$ cat config.mk
export PLATFORM = sky130hd
export DESIGN_NAME = writeback_arbiter_flat
export DESIGN_NICKNAME = d
export VERILOG_FILES = /design/src/rtl/riscv_pkg.sv /design/src/rtl/writeback_arbiter_if.sv /design/src/rtl/wb_fifo.sv /design/src/rtl/writeback_arbiter.sv /design/src/flat_wrapper.sv
export SDC_FILE = /design/constraint.sdc
export NUM_CORES = 1
export LEC_CHECK = 0
export BUFFER_PORTS_ARGS = -buffer_cell sky130_fd_sc_hd__buf_4
export CORE_UTILIZATION = 57
export DETAILED_ROUTE_END_ITERATION = 6
export HOLD_SLACK_MARGIN = 0.02
export PLACE_DENSITY = 0.81
export SLEW_MARGIN = 10
export SYNTH_ARGS = -nofsm -noshare
export SYNTH_HDL_FRONTEND = slang
export SYNTH_SLANG_ARGS = --single-unit
export TNS_END_PERCENT = 100
$ cat constraint.sdc
create_clock -name clk -period 8.91 [get_ports clk]
set_clock_uncertainty 0.15 [all_clocks]
set_input_delay 0 -clock clk [delete_from_list [all_inputs] [get_ports clk]]
set_output_delay 0 -clock clk [all_outputs]
set_load 0.03 [all_outputs]
$ cat src/rtl/riscv_pkg.sv
// Shared core types for the writeback path: data/register widths, the buffered
// writeback entry, and the two writeback sources.
package riscv_pkg;
  localparam int XLEN       = 32;
  localparam int REG_ADDR_W = 5;

  typedef struct packed {
    logic [REG_ADDR_W-1:0] rd;
    logic [XLEN-1:0]       data;
  } wb_entry_t;

  typedef enum logic {
    WB_SRC_ALU = 1'b0,
    WB_SRC_MEM = 1'b1
  } wb_src_e;
endpackage

$ cat src/rtl/writeback_arbiter_if.sv
// Bundle of the ALU/MEM result handshakes, register-file write port and the
// decode-side bypass read ports around the writeback arbiter.
interface writeback_arbiter_if;
  import riscv_pkg::*;

  logic                  alu_valid;
  logic                  alu_ready;
  logic [REG_ADDR_W-1:0] alu_rd;
  logic [XLEN-1:0]       alu_data;
  logic                  mem_valid;
  logic                  mem_ready;
  logic [REG_ADDR_W-1:0] mem_rd;
  logic [XLEN-1:0]       mem_data;
  logic                  wb_write_en;
  logic [REG_ADDR_W-1:0] wb_rd_addr;
  logic [XLEN-1:0]       wb_rd_data;
  logic [REG_ADDR_W-1:0] byp_rs1_addr;
  logic [REG_ADDR_W-1:0] byp_rs2_addr;
  logic                  byp_rs1_hit;
  logic                  byp_rs2_hit;
  logic [XLEN-1:0]       byp_rs1_data;
  logic [XLEN-1:0]       byp_rs2_data;

  modport master (
    output alu_valid, alu_rd, alu_data, mem_valid, mem_rd, mem_data,
           byp_rs1_addr, byp_rs2_addr,
    input  alu_ready, mem_ready, wb_write_en, wb_rd_addr, wb_rd_data,
           byp_rs1_hit, byp_rs2_hit, byp_rs1_data, byp_rs2_data
  );

  modport slave (
    input  alu_valid, alu_rd, alu_data, mem_valid, mem_rd, mem_data,
           byp_rs1_addr, byp_rs2_addr,
    output alu_ready, mem_ready, wb_write_en, wb_rd_addr, wb_rd_data,
           byp_rs1_hit, byp_rs2_hit, byp_rs1_data, byp_rs2_data
  );
endinterface

$ cat src/rtl/wb_fifo.sv
// In-order buffer of pending writeback entries for one source; head is visible
// combinationally so the arbiter can pop and register it on the same edge.
module wb_fifo
  import riscv_pkg::*;
#(
  parameter int DEPTH = 2
) (
  input  logic      clk,
  input  logic      rst_n,
  input  logic      push,
  input  wb_entry_t push_entry,
  input  logic      pop,
  output logic      full,
  output logic      empty,
  output wb_entry_t head
);
  localparam int PTR_W = (DEPTH > 1) ? $clog2(DEPTH) : 1;
  localparam int CNT_W = $clog2(DEPTH + 1);

  wb_entry_t        storage [DEPTH];
  logic [PTR_W-1:0] wr_ptr_reg;
  logic [PTR_W-1:0] rd_ptr_reg;
  logic [CNT_W-1:0] count_reg;
  logic             push_ok;
  logic             pop_ok;

  assign full    = (count_reg == CNT_W'(DEPTH));
  assign empty   = (count_reg == '0);
  // Push is gated on the registered full flag, so a pop on the same edge never frees a slot early.
  assign push_ok = push && !full;
  assign pop_ok  = pop && !empty;
  assign head    = storage[rd_ptr_reg];

  always_ff @(posedge clk) begin
    if (!rst_n) begin
      wr_ptr_reg <= '0;
      rd_ptr_reg <= '0;
      count_reg  <= '0;
    end else begin
      if (push_ok) wr_ptr_reg <= wr_ptr_reg + PTR_W'(1);
      if (pop_ok)  rd_ptr_reg <= rd_ptr_reg + PTR_W'(1);
      count_reg <= count_reg + CNT_W'(push_ok) - CNT_W'(pop_ok);
    end
  end

  always_ff @(posedge clk) begin
    if (push_ok) storage[wr_ptr_reg] <= push_entry;
  end
endmodule

$ cat src/rtl/writeback_arbiter.sv
// Merges ALU and load results into the single register-file write port with
// round-robin arbitration, and forwards the in-flight write to decode.
module writeback_arbiter
  import riscv_pkg::*;
#(
  parameter int FIFO_DEPTH = 2,
  parameter int XLEN       = riscv_pkg::XLEN
) (
  input logic              clk,
  input logic              rst_n,
  writeback_arbiter_if.slave bus
);
  logic [1:0]            src_valid;
  logic [1:0]            src_push;
  logic [1:0]            src_pop;
  logic [1:0]            src_full;
  logic [1:0]            src_empty;
  wb_entry_t             src_entry [2];
  wb_entry_t             src_head  [2];
  wb_entry_t             pop_entry;

  wb_src_e               last_grant_reg;
  wb_src_e               last_grant_next;
  logic                  wb_write_en_reg;
  logic [REG_ADDR_W-1:0] wb_rd_addr_reg;
  logic [XLEN-1:0]       wb_rd_data_reg;

  logic [REG_ADDR_W-1:0] byp_addr [2];
  logic [1:0]            byp_hit;
  logic [XLEN-1:0]       byp_data [2];

  assign src_valid    = {bus.mem_valid, bus.alu_valid};
  assign src_entry[0] = '{rd: bus.alu_rd, data: bus.alu_data};
  assign src_entry[1] = '{rd: bus.mem_rd, data: bus.mem_data};

  genvar gi;
  generate
    for (gi = 0; gi < 2; gi++) begin : g_src
      assign src_push[gi] = rst_n && src_valid[gi] && !src_full[gi];
      wb_fifo #(.DEPTH(FIFO_DEPTH)) u_fifo (
        .clk        (clk),
        .rst_n      (rst_n),
        .push       (src_push[gi]),
        .push_entry (src_entry[gi]),
        .pop        (src_pop[gi]),
        .full       (src_full[gi]),
        .empty      (src_empty[gi]),
        .head       (src_head[gi])
      );
    end
  endgenerate

  // Ready is held low through reset even though the buffers may still look non-full.
  assign bus.alu_ready = rst_n && !src_full[0];
  assign bus.mem_ready = rst_n && !src_full[1];

  always_ff @(posedge clk) begin
    if (!rst_n) last_grant_reg <= WB_SRC_MEM;
    else        last_grant_reg <= last_grant_next;
  end

  always_comb begin
    src_pop         = '0;
    last_grant_next = last_grant_reg;
    pop_entry       = src_head[0];
    if (!src_empty[0] && (src_empty[1] || last_grant_reg == WB_SRC_MEM)) begin
      src_pop[0]      = 1'b1;
      last_grant_next = WB_SRC_ALU;
      pop_entry       = src_head[0];
    end else if (!src_empty[1]) begin
      src_pop[1]      = 1'b1;
      last_grant_next = WB_SRC_MEM;
      pop_entry       = src_head[1];
    end
  end

  // x0 entries are consumed like any other but never strobe the register file.
  always_ff @(posedge clk) begin
    if (!rst_n) begin
      wb_write_en_reg <= 1'b0;
      wb_rd_addr_reg  <= '0;
      wb_rd_data_reg  <= '0;
    end else if (|src_pop) begin
      wb_write_en_reg <= (pop_entry.rd != '0);
      wb_rd_addr_reg  <= pop_entry.rd;
      wb_rd_data_reg  <= XLEN'(pop_entry.data);
    end else begin
      wb_write_en_reg <= 1'b0;
    end
  end

  assign bus.wb_write_en = wb_write_en_reg;
  assign bus.wb_rd_addr  = wb_rd_addr_reg;
  assign bus.wb_rd_data  = wb_rd_data_reg;

  assign byp_addr[0] = bus.byp_rs1_addr;
  assign byp_addr[1] = bus.byp_rs2_addr;

  generate
    for (gi = 0; gi < 2; gi++) begin : g_byp
      assign byp_hit[gi]  = rst_n && wb_write_en_reg && (wb_rd_addr_reg == byp_addr[gi])
                            && (byp_addr[gi] != '0);
      assign byp_data[gi] = byp_hit[gi] ? wb_rd_data_reg : '0;
    end
  endgenerate

  assign bus.byp_rs1_hit  = byp_hit[0];
  assign bus.byp_rs2_hit  = byp_hit[1];
  assign bus.byp_rs1_data = byp_data[0];
  assign bus.byp_rs2_data = byp_data[1];
endmodule
$ cat src/flat_wrapper.sv
// flat-port wrapper written by rule: the top's interface ports become plain ports
module writeback_arbiter_flat import riscv_pkg::*;
#(
  parameter int FIFO_DEPTH = 2,
  parameter int XLEN       = riscv_pkg::XLEN
)
  (clk, rst_n, bus_alu_valid, bus_alu_rd, bus_alu_data, bus_mem_valid, bus_mem_rd, bus_mem_data, bus_byp_rs1_addr, bus_byp_rs2_addr, bus_alu_ready, bus_mem_ready, bus_wb_write_en, bus_wb_rd_addr, bus_wb_rd_data, bus_byp_rs1_hit, bus_byp_rs2_hit, bus_byp_rs1_data, bus_byp_rs2_data);
  writeback_arbiter_if bus_i ();
  input logic clk;
  input logic rst_n;
  input wire logic [$bits(bus_i.alu_valid)-1:0] bus_alu_valid;
  input wire logic [$bits(bus_i.alu_rd)-1:0] bus_alu_rd;
  input wire logic [$bits(bus_i.alu_data)-1:0] bus_alu_data;
  input wire logic [$bits(bus_i.mem_valid)-1:0] bus_mem_valid;
  input wire logic [$bits(bus_i.mem_rd)-1:0] bus_mem_rd;
  input wire logic [$bits(bus_i.mem_data)-1:0] bus_mem_data;
  input wire logic [$bits(bus_i.byp_rs1_addr)-1:0] bus_byp_rs1_addr;
  input wire logic [$bits(bus_i.byp_rs2_addr)-1:0] bus_byp_rs2_addr;
  output wire logic [$bits(bus_i.alu_ready)-1:0] bus_alu_ready;
  output wire logic [$bits(bus_i.mem_ready)-1:0] bus_mem_ready;
  output wire logic [$bits(bus_i.wb_write_en)-1:0] bus_wb_write_en;
  output wire logic [$bits(bus_i.wb_rd_addr)-1:0] bus_wb_rd_addr;
  output wire logic [$bits(bus_i.wb_rd_data)-1:0] bus_wb_rd_data;
  output wire logic [$bits(bus_i.byp_rs1_hit)-1:0] bus_byp_rs1_hit;
  output wire logic [$bits(bus_i.byp_rs2_hit)-1:0] bus_byp_rs2_hit;
  output wire logic [$bits(bus_i.byp_rs1_data)-1:0] bus_byp_rs1_data;
  output wire logic [$bits(bus_i.byp_rs2_data)-1:0] bus_byp_rs2_data;
  assign bus_i.alu_valid = bus_alu_valid;
  assign bus_i.alu_rd = bus_alu_rd;
  assign bus_i.alu_data = bus_alu_data;
  assign bus_i.mem_valid = bus_mem_valid;
  assign bus_i.mem_rd = bus_mem_rd;
  assign bus_i.mem_data = bus_mem_data;
  assign bus_i.byp_rs1_addr = bus_byp_rs1_addr;
  assign bus_i.byp_rs2_addr = bus_byp_rs2_addr;
  assign bus_alu_ready = bus_i.alu_ready;
  assign bus_mem_ready = bus_i.mem_ready;
  assign bus_wb_write_en = bus_i.wb_write_en;
  assign bus_wb_rd_addr = bus_i.wb_rd_addr;
  assign bus_wb_rd_data = bus_i.wb_rd_data;
  assign bus_byp_rs1_hit = bus_i.byp_rs1_hit;
  assign bus_byp_rs2_hit = bus_i.byp_rs2_hit;
  assign bus_byp_rs1_data = bus_i.byp_rs1_data;
  assign bus_byp_rs2_data = bus_i.byp_rs2_data;
  writeback_arbiter #(.FIFO_DEPTH(FIFO_DEPTH), .XLEN(XLEN)) u_core (.clk(clk), .rst_n(rst_n), .bus(bus_i));
endmodule
Yosys cells after proc, flatten, opt, wreduce, memory -nomap -nowiden
Memory sizes are Yosys's and may differ from the RTL's. A register that Yosys moved wholly into a read port is not among the register bits.
Index checks and enable logic that the tools add are counted.
- logic and storage cells: 70
- latch bits: 0
- bits in registers: 47
- bits in read-only memories: 0
- output and inout bits: 106
- memory bits (writable): 148
- bits of input ports: 88
- memories kept: 2
- memories (name ; words ; width ; rd ports ; clocked after memory_dff ; wr ports ; line ; RTL):
    u_core.g_src[0].u_fifo.storage ; 2 ; 37 ; 1 ; 1 ; 1 ; wb_fifo.sv:20 ; wb_entry_t storage [DEPTH];
    u_core.g_src[1].u_fifo.storage ; 2 ; 37 ; 1 ; 1 ; 1 ; wb_fifo.sv:20 ;
- reductions and logical operators: 28
- div/mod/pow operators: 0
- mux-type cells: 17
- $add $sub $neg: 8
- bitwise operators: 0
- shift operators: 0
- $lt $le $gt $ge: 0
- eq/ne operators: 5
- $mul: 0
- operator list (cell ; count):
    $mux W37 ; 2
    $mux W32 ; 2
    $logic_and A1 B1 Y1 ; 16
    $reduce_bool A5 Y1 ; 3
    $mux W1 ; 13
    $eq A5 B5 Y1 ; 2
    $add A1 B1 Y1 const B ; 4
    $add A2 B1 Y2 ; 2
    $eq A2 B2 Y1 const B ; 2
    $logic_not A1 Y1 ; 4
    $logic_not A2 Y1 ; 2
    $sub A2 B1 Y2 ; 2
    $ne A2 B1 Y1 const B ; 1
    $reduce_and A2 Y1 ; 1
    $reduce_or A2 Y1 ; 1
    $logic_or A1 B1 Y1 ; 1

Logic depth before layout (Yosys ltp)
Gate-level depths: netlist (run 1).
- depth in word-level cells: 7
- gate-level depth with buffers: 10
- gate-level depth less buffers: 8

Cells and area by module
A second synthesis (run 1) with hierarchy kept.
- cells, all modules: 572
- area total of the unflattened synthesis: 8785.9 sq um
- modules (own cells, without submodules) (module ; cells each ; area each (sq um) ; instances ; sequential area each (sq um)):
    wb_fifo ; 142 ; 3056.7 ; 2 ; 2322.2
    writeback_arbiter ; 288 ; 2672.6 ; 1 ; 780.7

Worst setup path after synthesis (run 1)
No wires, ideal clock.
- path kind: reg-to-reg
- start point: register u_core.g_src[1].u_fifo.count_reg[0]
- end point: memory u_core.g_src[1].u_fifo.storage[0][0] (netlist name) (enable)
- arrival: 2.214 ns
- path buffers: 0
- library setup time: 0.431 ns
- setup slack: 6.115 ns
- stages on the path, launching flop included: 3
- clock period less this slack: 2.795 ns
- data required time: 8.329 ns
- path through: dfxtp_1 o211ai_1 nor2_1
- longest elaborated chain between the ends: 6
- RTL lines (item ; line ; RTL):
    start: declaration ; wb_fifo.sv:23 ; logic [CNT_W-1:0] count_reg;
    start signal: assignment ; wb_fifo.sv:42 ; count_reg <= count_reg + CNT_W'(push_ok) - CNT_W'(pop_ok);
    $eq A2 B2 Y1 (*) ; wb_fifo.sv:27 ; assign full = (count_reg == CNT_W'(DEPTH));
    $logic_not A1 Y1 (*) ; wb_fifo.sv:30, writeback_arbiter.sv:39 ;
    $logic_and A1 B1 Y1 ; writeback_arbiter.sv:39 ; assign src_push[gi] = rst_n && src_valid[gi] && !src_full[gi];
    $logic_and A1 B1 Y1 (*) ; wb_fifo.sv:30 ; assign push_ok = push && !full;
    $mux W1 (*) ; wb_fifo.sv:47 ; if (push_ok) storage[wr_ptr_reg] <= push_entry;
    $mux W1 (not written as such) (*) ; wb_fifo.sv:47 ;
    end: declaration ; wb_fifo.sv:20 ;
Mark *: on every way between the ends. The rest lies on a longest branch, timed or not.

Worst setup path in the final report (run 1)
- start point: register u_core.g_src[1].u_fifo.count_reg[1]
- end point: register u_core.g_src[0].u_fifo.count_reg[1]
- longest elaborated chain between the ends: 6
- RTL lines (item ; line ; RTL):
    $logic_not A2 Y1 ; wb_fifo.sv:28 ; assign empty = (count_reg == '0);
    $logic_or A1 B1 Y1 ; writeback_arbiter.sv:66 ; if (!src_empty[0] && (src_empty[1] || last_grant_reg == WB_SRC_MEM)) begin
    $logic_and A1 B1 Y1 ; writeback_arbiter.sv:66 ;
    $mux W1 ; writeback_arbiter.sv:66 ;
    $logic_and A1 B1 Y1 ; wb_fifo.sv:31 ; assign pop_ok = pop && !empty;
    net u_core.g_src[0].u_fifo.pop_ok ; wb_fifo.sv:25 ; logic pop_ok;
    $sub A2 B1 Y2 ; wb_fifo.sv:42 ;
    end signal: assignment ; wb_fifo.sv:42 ;
    end: declaration ; wb_fifo.sv:23 ;
The timed path passes the listed nets, and every way through them passes these cells.
A chain may end at the register's enable or synchronous reset.

==> results of run 1 <==
==> Yosys cell counts, types with 4 or more instances <==
master     instances  share of area (%)
ha_1               4               0.63
a2111oi_1          5               0.63
buf_2             19                1.2
clkbuf_1           6               0.29
nand2_1           28                1.3
nor2b_1           10               0.79
nor3_1             4               0.25
a2111oi_0         14                1.6
mux2i_1           63                8.0
xnor2_1           14                1.6
clkbuf_2           4               0.25
dfxtp_1           49                 12
o22a_1            25                2.8
nand3_1            5               0.32
a21oi_1           27                1.7
nor2_1            25                1.2
and2_1            66                5.2
inv_1              9               0.43
edfxtp_1         148                 56
==> layer usage <==
| layer | routed length (um) | vias up | global-route usage, % |
|---|---|---|---|
| li1 | - | 2569 | - |
| met1 | 7580 | 2752 | 33.2 |
| met2 | 10600 | 237 | 49.6 |
| met3 | 1190 | 31 | 5.23 |
| met4 | 354 | 0 | 12.6 |
| met5 | 0 | - | 0 |
==> report_power, final <==
part           total [uW]  internal (uW)  switching (uW)
sequential           1270           1130             138
combinational        1020            408             616
clock                 778            444             335
==> worst min-delay path, delay by kind of cell <==
family,cells,cell delay [ns]
buffers and inverters,1,0.11
AOI/OAI and AO/OA,1,0.29
xor gates and xnor gates,1,0.11
and+or+nand+nor,1,0.07
==> metrics by stage <==
step	instances	instance area (um2)
floorplan	553	7890
global placement	897	9490
detailed placement	897	9490
CTS	1004	10800
global route	1008	10900
finish	1008	10900
==> final timing paths <==
path | endpoint | slack (ns) | depth (start not counted)
setup / recovery | u_core.g_src[0].u_fifo.count_reg[1] | 5.98 | 8
hold / removal | u_core.g_src[1].u_fifo.wr_ptr_reg | 0.03 | 4
setup reg to reg | u_core.g_src[0].u_fifo.count_reg[1] | 5.98 | 8
hold reg to reg | u_core.bus.wb_rd_data[14] | 0.33 | 2
==> cell families (layout without fill, tap and decap cells) <==
kind of cell	after synthesis	in the layout	synth area share, %
buf+inv	42	320	2.55
xor+xnor	16	16	1.78
compound gates	83	83	8.09
fa+ha+maj	4	4	0.635
flops	197	197	68.8
other cells	0	1	0
simple gates	147	147	10.0
mux	64	64	8.14
==> cell type report <==
type | instances | area share [%]
Antenna cell | 1 | 0.0230
Clock buffer | 17 | 3.90
Clock inverter | 15 | 1.64
Inverter | 10 | 0.344
Multi-Input combinational cell | 314 | 21.2
Sequential cell | 197 | 49.8
Tap cell | 176 | 2.02
Timing Repair Buffer | 278 | 21.1
==> cell usage in the layout, fill, tap and decap left out, types with 2 or more instances in the layout <==
cell,netlist,layout
and2_1,66,66
buf_4,2,200
o22a_1,25,25
a2111oi_0,14,14
nor4_1,3,3
clkbuf_16,0,17
nand2_1,28,28
dfxtp_1,49,47
nor2_4,0,4
a211oi_4,0,2
dfxtp_2,0,2
inv_6,0,2
xor2_1,2,2
or3_1,2,2
o211ai_1,3,3
clkinv_2,0,4
mux2i_1,63,63
nand3_1,5,5
clkinvlp_4,0,3
nor2_1,25,21
nor2b_1,10,10
inv_1,9,8
buf_8,0,2
edfxtp_1,148,148
xnor2_1,14,14
nor3_1,4,4
a21oi_1,27,27
ha_1,4,4
dlygate4sd3_1,0,75
bufinv_16,0,3
clkinv_4,0,2
a2111oi_1,5,5
a2111oi_2,2,2
==> run metrics, run 1 <==
boundary pin count 194; # clock sinks 197; CTS tree yes; root buffer cell clkbuf_16; Synth cell types 38; Crit path required time 9.07 ns; P&R area growth vs syn 38.3%; CP Class reg -> reg; Hold Slack 0.0265 ns; nets 910; Overflow after GRT 0; cell row count 42; CTS HTree Levels 4; initial antenna violation count 1; Initial Utilization 59.1%; MaxCap Viol Count 0; unrepaired setup endpoints after global routing no; Post-DP HPWL 11.7 mm; CP top delay family compound AO/OA/AOI/OAI gates; Final ANT Viol Nets 0; Finish-stage setup viols 0; Largest register FFs 148; beginning of the critical path u_core.g_src[1].u_fifo.count_reg[1]; CP Capture Type register; critical-path cell list nor2_1, o21ai_2, inv_1, ha_1, inv_1, ha_1, xnor2_1, nor2_1; Reg clk slew, reported paths 0.07 ns; Final Max Tran Viols 0; flops & latches, synth 197; vias 5,589; PnR worst setup slack 5.98 ns; CTS buffer count 17; cell area after synthesis 7890 um2; Skew-Pair Late Insertion Delay 0.43 ns; cts-stage hold buffer count 75; top_reg_cell synth edfxtp_1; hold crit path type in -> reg; Resized Gates After CTS 0; Die Height 120 um; FILL cells 728; Avg Inst Size Synth 14.3 um2; chip width 120 um; Slew @ Worst Pin 1.23 ns; # DRC 0; sequential area share after synthesis 68.8%; layout cell share with drive strength beyond 1 30.1%; largest net degree at the start of global routing 38; P_leak 0.00417 uW; buffer depth of the longest clock path 2; Total GRT Usage 28.0%; startpoint type of the worst setup path register; FF-to-FF Start u_core.g_src[1].u_fifo.count_reg[1]; Total Power 3080 uW; final core utilization 81.7%; Reg area 5430 um2; multi-input logic area 2310 um2; final hold vios 0; die area 14,300 um2; setup bufs post-CTS 0; net count after synthesis 645; data arrival time of the worst path 3.10 ns; Tcrit/Tclk final 32.9%; vias in the first global route 5,823; worst path bufs/invs 2; worst hold start bus_mem_valid; IO buf count 193; first-pass GRT wire length 29.8 mm; Wirelength per Cell 19.6 um; pre-CTS WS 6.00 ns; initial DRC count 390; ys async rst share 0%; Final min period 2.93 ns; Synth Warn # 0; status finished, final reports clean; VDD IR-drop max 0.000196 V; Max Fclk 0.341 GHz; Max stage delay cell, worst path o21ai_2; Final Wtd Congestion 0.819; EDFF count, synth 148; DR pass1 iterations 5; Core Region 13,300 um2; via/cell ratio 5.54; CP max FO 26; max_slew headroom 17.5%; setup TNS 0 ns; Max stage delay on crit path 0.95 ns; Mapped Cells 553; cell area power density 282 nW/um2; Routed Wire Length 19.7 mm
(Power assumes the default switching activity.)
==> inputs of run 2 (changes only) <==
--- a/config.mk
+++ b/config.mk
@@ -6,10 +6,10 @@
 export NUM_CORES = 1
 export LEC_CHECK = 0
 export BUFFER_PORTS_ARGS = -buffer_cell sky130_fd_sc_hd__buf_4
-export CORE_UTILIZATION = 57
+export CORE_UTILIZATION = 53
 export DETAILED_ROUTE_END_ITERATION = 6
 export HOLD_SLACK_MARGIN = 0.02
-export PLACE_DENSITY = 0.81
+export PLACE_DENSITY = 0.76
 export SLEW_MARGIN = 10
 export SYNTH_ARGS = -nofsm -noshare
 export SYNTH_HDL_FRONTEND = slang
==> constraint.sdc (replaced) <==
create_clock -name clk -period 3.05 [get_ports clk]
set_clock_uncertainty 0.15 [all_clocks]
set_input_delay 0 -clock clk [delete_from_list [all_inputs] [get_ports clk]]
set_output_delay 0 -clock clk [all_outputs]
set_load 0.03 [all_outputs]
==> run 2 against run 1 <==
Compared with the run above: wire length shrank 2.5%; highest routed layer unchanged; sequential share of layout area grew 0.21 points; flip-flop and latch count is the same; first-iteration DRC count grew 2.1%; register-to-register slack lost 5.2 ns; sequential power grew to 2.9 times the previous value; non-clock buffer count grew 4; the run now ends with DRC left; worst setup slack lost 5.5 ns; worst hold slack gained 0.044 ns; via count is the same; total power grew to 2.8 times the previous value; clock-buffer cell count grew 1.
==> run metrics, run 2 (synthesis gave the netlist of run 1 again) <==
buffer depth of the longest clock path 2; Crit path required time 2.90 ns; PnR worst setup slack 0.458 ns; nets 914; Final Wtd Congestion 0.809; Post-DP HPWL 12.1 mm; data arrival time of the worst path 2.44 ns; P_leak 0.00414 uW; final hold vios 0; Largest register FFs 148; CTS buffer count 17; FF-to-FF Start u_core.g_src[0].u_fifo.count_reg[1]; layout cell share with drive strength beyond 1 30.2%; setup TNS 0 ns; CP Capture Type output port; CTS HTree Levels 4; # clock sinks 197; cts-stage hold buffer count 75; Slew @ Worst Pin 1.19 ns; critical-path cell list nor4_1, or3_1, a211oi_4, buf_4, and2_1, buf_4; cell area power density 803 nW/um2; Total Power 8720 uW; status finished, violations left; pre-CTS WS 0.738 ns; P&R area growth vs syn 37.7%; Die Height 124 um; commonest non-fill, non-tap cell in the layout buf_4; unrepaired setup endpoints after global routing no; largest net degree at the start of global routing 38; via/cell ratio 5.48; Tcrit/Tclk final 85.0%; Initial Utilization 54.3%; worst hold start bus_mem_valid; DR pass1 iterations 7; MaxCap Viol Count 0; chip width 124 um; die area 15,400 um2; Overflow after GRT 0; Wirelength per Cell 18.9 um; R2R setup slack 0.79 ns; Core Region 14,500 um2; Final Max Tran Viols 0; worst hold endpoint u_core.g_src[1].u_fifo.wr_ptr_reg; initial DRC count 398; startpoint type of the worst setup path register; root buffer cell clkbuf_16; FILL cells 919; CTS tree yes; Skew-Pair Late Insertion Delay 0.44 ns; max_slew headroom 20.2%; hold crit path type in -> reg; Reg clk slew, reported paths 0.07 ns; worst r2r dst u_core.g_src[0].u_fifo.storage[1][3]; Routed Wire Length 19.2 mm; cell row count 44; first-pass GRT wire length 29.0 mm; Final Cell Area 10,900 um2; Max stage delay on crit path 0.49 ns; Max Fclk 0.386 GHz; placed cell area 9570 um2; Final min period 2.59 ns; r2r worst-path depth 3; CP max FO 33; # DRC 1; VDD IR-drop max 0.000572 V; Resized Gates After CTS 0; Max stage delay cell, worst path dfxtp_1; setup bufs post-CTS 0; hold path cells 4; initial antenna violation count 1; failing checks DRC; critical path's most frequent cell buf_4; Final ANT Viol Nets 0; CP Class reg -> out; IO buf count 193; vias in the first global route 5,651; Finish-stage setup viols 0; Total GRT Usage 26.0%; vias 5,589; commonest cells after routing, fill and taps aside 206 x buf_4, 148 x edfxtp_1, 75 x dlygate4sd3_1; boundary pin count 194
## run 2: through the flow
step	hold slack (ns)	utilization (%)	std cells
3_5_place_dp	0.0378	65.8	912
6_report	0.0705	74.7	1020
5_1_grt	0.132	74.7	1020
2_1_floorplan	-0.0511	-	553
3_3_place_gp	0.0352	65.8	912
4_1_cts	0.0576	74.7	1019
## run 2: power by group
group	internal, uW	leakage (uW)	switching, uW
clock network	1050	0.000247	978
registers	3310	0.00176	398
logic	1230	0.00213	1760
## run 2: worst max-delay path, delay by kind of cell, from the launching register on
family	cells	cell delay, ns
compound gates	1	0.26
buf+inv	2	0.53
simple gates	3	0.71
flops	1	0.49
## run 2: layout make-up
cell class              count  area, um2  share of cell area (%)
inverters                  10       37.5                   0.346
well taps                 184        230                    2.12
multi-input cells         314       2310                    21.3
diodes                      1       2.50                  0.0231
repair buffers            282       2320                    21.3
clock buffers              18        429                    3.95
flip-flops and latches    197       5430                    50.0
clock inverters            14        104                   0.957
## run 2: routing by layer
layer / vias to the layer above / wire length, um / global-route usage (%)
met4: 0 / 404 / 10.5
met2: 211 / 9970 / 44.6
met1: 2769 / 7910 / 32.5
met3: 31 / 966 / 4.90
li1: 2578 / - / -
met5: - / 0 / 0
## run 2: worst max path at each step
stage               slack (ns)                                     to                                 from  depth (start not counted)
floorplan                 0.26   u_core.g_src[1].u_fifo.storage[0][0]  u_core.g_src[1].u_fifo.count_reg[0]                          2
global route              0.37                   bus_byp_rs2_data[29]             u_core.bus.wb_rd_addr[0]                          6
CTS                       0.50                   bus_byp_rs2_data[21]             u_core.bus.wb_rd_addr[0]                          6
finish                    0.46                    bus_byp_rs2_data[1]             u_core.bus.wb_rd_addr[0]                          6
detailed placement        0.74   u_core.g_src[0].u_fifo.storage[1][2]  u_core.g_src[0].u_fifo.count_reg[1]                          3
global placement          0.91  u_core.g_src[0].u_fifo.storage[0][31]  u_core.g_src[0].u_fifo.count_reg[1]                          3
==> inputs of run 3 (changes only) <==
--- a/config.mk
+++ b/config.mk
@@ -5,11 +5,12 @@
 export SDC_FILE = /design/constraint.sdc
 export NUM_CORES = 1
 export LEC_CHECK = 0
+export ABC_AREA = 1
 export BUFFER_PORTS_ARGS = -buffer_cell sky130_fd_sc_hd__buf_4
-export CORE_UTILIZATION = 53
+export CORE_UTILIZATION = 48
 export DETAILED_ROUTE_END_ITERATION = 6
 export HOLD_SLACK_MARGIN = 0.02
-export PLACE_DENSITY = 0.76
+export PLACE_DENSITY = 0.72
 export SLEW_MARGIN = 10
 export SYNTH_ARGS = -nofsm -noshare
 export SYNTH_HDL_FRONTEND = slang
==> constraint.sdc (replaced) <==
create_clock -name clk -period 2.2 [get_ports clk]
set_clock_uncertainty 0.15 [all_clocks]
set_input_delay 0 -clock clk [delete_from_list [all_inputs] [get_ports clk]]
set_output_delay 0 -clock clk [all_outputs]
set_load 0.03 [all_outputs]
==> run 3 against run 2 <==
Compared with the run above: the flow now finishes without violations; clock-buffer cell count unchanged; synthesized cell count up 34%; largest power group is now combinational cells; non-clock buffer count is 22 higher; sequential share of layout area shrank 2.8 points; cell area grew 5.8%; via count is 17% higher; critical path depth grew 2; synthesized area is 4.6% higher; critical endpoint is now bus_byp_rs1_data[10]; combinational power increased by 82%; die area rose by 15%; wire length rose by 18%.
==> run metrics, run 3 <==
largest net degree at the start of global routing 37; multi-input logic area 2430 um2; Max Fclk 0.481 GHz; Slew @ Worst Pin 0.527 ns; data arrival time of the worst path 1.93 ns; commonest non-fill, non-tap cell in the layout buf_4; FILL cells 1,234; net count after synthesis 835; vias 6,549; post-synth top area share 53.9%; Reg area 5430 um2; via/cell ratio 5.21; Wirelength per Cell 18.0 um; die area 17,700 um2; # clock sinks 197; CP max FO 17; CP Capture Type output port; Skew-Pair Late Insertion Delay 0.42 ns; root buffer cell clkbuf_16; layout cell share with drive strength beyond 1 32.6%; Finish-stage setup viols 0; buffer depth of the longest clock path 2; startpoint type of the worst setup path register; Routed Wire Length 22.6 mm; Core Region 16,700 um2; P_leak 0.00455 uW; Total Power 13,500 uW; count leader, synth nand2_1; cell row count 47; Final Wtd Congestion 0.789; Hold Slack 0.145 ns; first-pass GRT wire length 34.0 mm; VDD IR-drop max 0.000749 V; Final ANT Viol Nets 0; unrepaired setup endpoints after global routing no; hold crit path type in -> reg; top cells by count, synth 164 x nand2_1, 148 x edfxtp_1, 55 x nor2_1; flops & latches, synth 197; chip width 133 um; ys async rst share 0%; # DRC 0; setup TNS 0 ns; cell area after synthesis 8250 um2; Tcrit/Tclk final 94.6%; CTS buffer count 17; Final min period 2.08 ns; cell area power density 1180 nW/um2; initial DRC count 507; diode count 0; final hold vios 0; sequential area share after synthesis 65.8%; EDFF count, synth 148; Overflow after GRT 0; nets 1,117; Synth Warn # 0; status finished, final reports clean; Avg Inst Size Synth 11.1 um2; Reg clk slew, reported paths 0.07 ns; Largest register FFs 148; CTS tree yes; top_reg_cell synth edfxtp_1; CTS HTree Levels 4; CP Class reg -> out; boundary pin count 194; post-synth top area cell edfxtp_1; P&R area growth vs syn 39.3%; Mapped Cells 743; IO buf count 193; Post-DP HPWL 14.8 mm; commonest cells after routing, fill and taps aside 221 x buf_4, 163 x nand2_1, 148 x edfxtp_1; Initial Utilization 49.4%; Total GRT Usage 25.6%; Die Height 133 um; MaxCap Viol Count 0; Synth cell types 34; vias in the first global route 6,427; top cells by area, synth edfxtp_1 54%, dfxtp_1 12%, nand2_1 7.5%; Final Max Tran Viols 0; initial antenna violation count 0; max_slew headroom 64.8%; Crit path required time 2.05 ns; DR pass1 iterations 5
## run 3: cell count changes in the layout (fill, tap and decap cells not counted), sizes merged, moves of 20 or more
| cell | previous run | this run |
|---|---|---|
| o21ai | 2 | 29 |
| buf | 207 | 227 |
| nand2 | 28 | 166 |
| and2 | 66 | 0 |
| inv | 12 | 64 |
| o22a | 25 | 0 |
| nor3 | 5 | 80 |
| a2111oi | 21 | 0 |
| mux2i | 63 | 0 |
| nor2 | 25 | 57 |
## run 3: power by group
group	internal (uW)	switching [uW]	leakage [uW]
combinational	1780	3650	0.00250
sequential	4580	383	0.00176
clock	1740	1400	0.000288
## run 3: per-stage QoR
stage | instance area (um2) | utilization [%] | setup WS (ns) | std cells
CTS | 11400 | 68.5 | 0.0976 | 1256
floorplan | 8300 | - | 0.0901 | 743
detailed placement | 10100 | 60.3 | 0.179 | 1147
finish | 11500 | 68.8 | 0.119 | 1258
global placement | 10100 | 60.3 | 0.274 | 1147
global route | 11500 | 68.8 | 0.00115 | 1258
## run 3: logic make-up after synthesis
family                   Yosys count  share of synthesized area, %
buffers and inverters            100                          5.73
AO/OA/AOI/OAI                    112                          8.13
XOR/XNOR                           5                         0.531
flip-flops                       197                          65.8
adder cells (fa/ha/maj)            4                         0.607
AND/OR/NAND/NOR                  325                          19.2
## run 3: layer usage
metal  up-vias  wire length [um]  global-route usage, %
li1       3121                 -                      -
met1      3120              9430                   33.3
met2       286             11400                   43.8
met3        22              1510                   4.44
met4         0               306                   7.47
met5         -                 0                      0
## run 3: final cells by class
| type | count | share of cell area (%) |
|---|---|---|
| sequential | 197 | 47.2 |
| timing repair buffer | 304 | 22.0 |
| multi-input combinational | 446 | 21.2 |
| clock buffer | 18 | 3.82 |
| tap | 220 | 2.40 |
| inverter | 59 | 1.96 |
| clock inverter | 14 | 1.45 |
## run 3: critical path, stage by stage, from the launching register on
cell      delay, ns
dfxtp_1        0.31
inv_1          0.20
nand4_1        0.17
nand2_1        0.09
nand2_1        0.08
o211ai_4       0.08
buf_4          0.30
nor3_1         0.09
buf_4          0.18
## run 3: worst paths after layout
check	startpoint	to	slack (ns)	cells past startpoint
setup reg to reg	u_core.g_src[1].u_fifo.count_reg[0]	u_core.g_src[1].u_fifo.count_reg[1]	0.19	9
hold / removal	bus_alu_data[15]	u_core.g_src[0].u_fifo.storage[1][15]	0.15	2
setup / recovery	u_core.bus.wb_rd_addr[2]	bus_byp_rs1_data[10]	0.12	8
hold reg to reg	u_core.g_src[1].u_fifo.rd_ptr_reg	u_core.g_src[1].u_fifo.rd_ptr_reg	0.30	1
## run 3: timing repair
item | in CTS | in global routing
setup buffers | 0 | 2
gates resized for setup | 0 | 9
endpoints found under the hold margin | 175 | 0
setup endpoints to repair | 0 | 10
hold buffers | 77 | 0
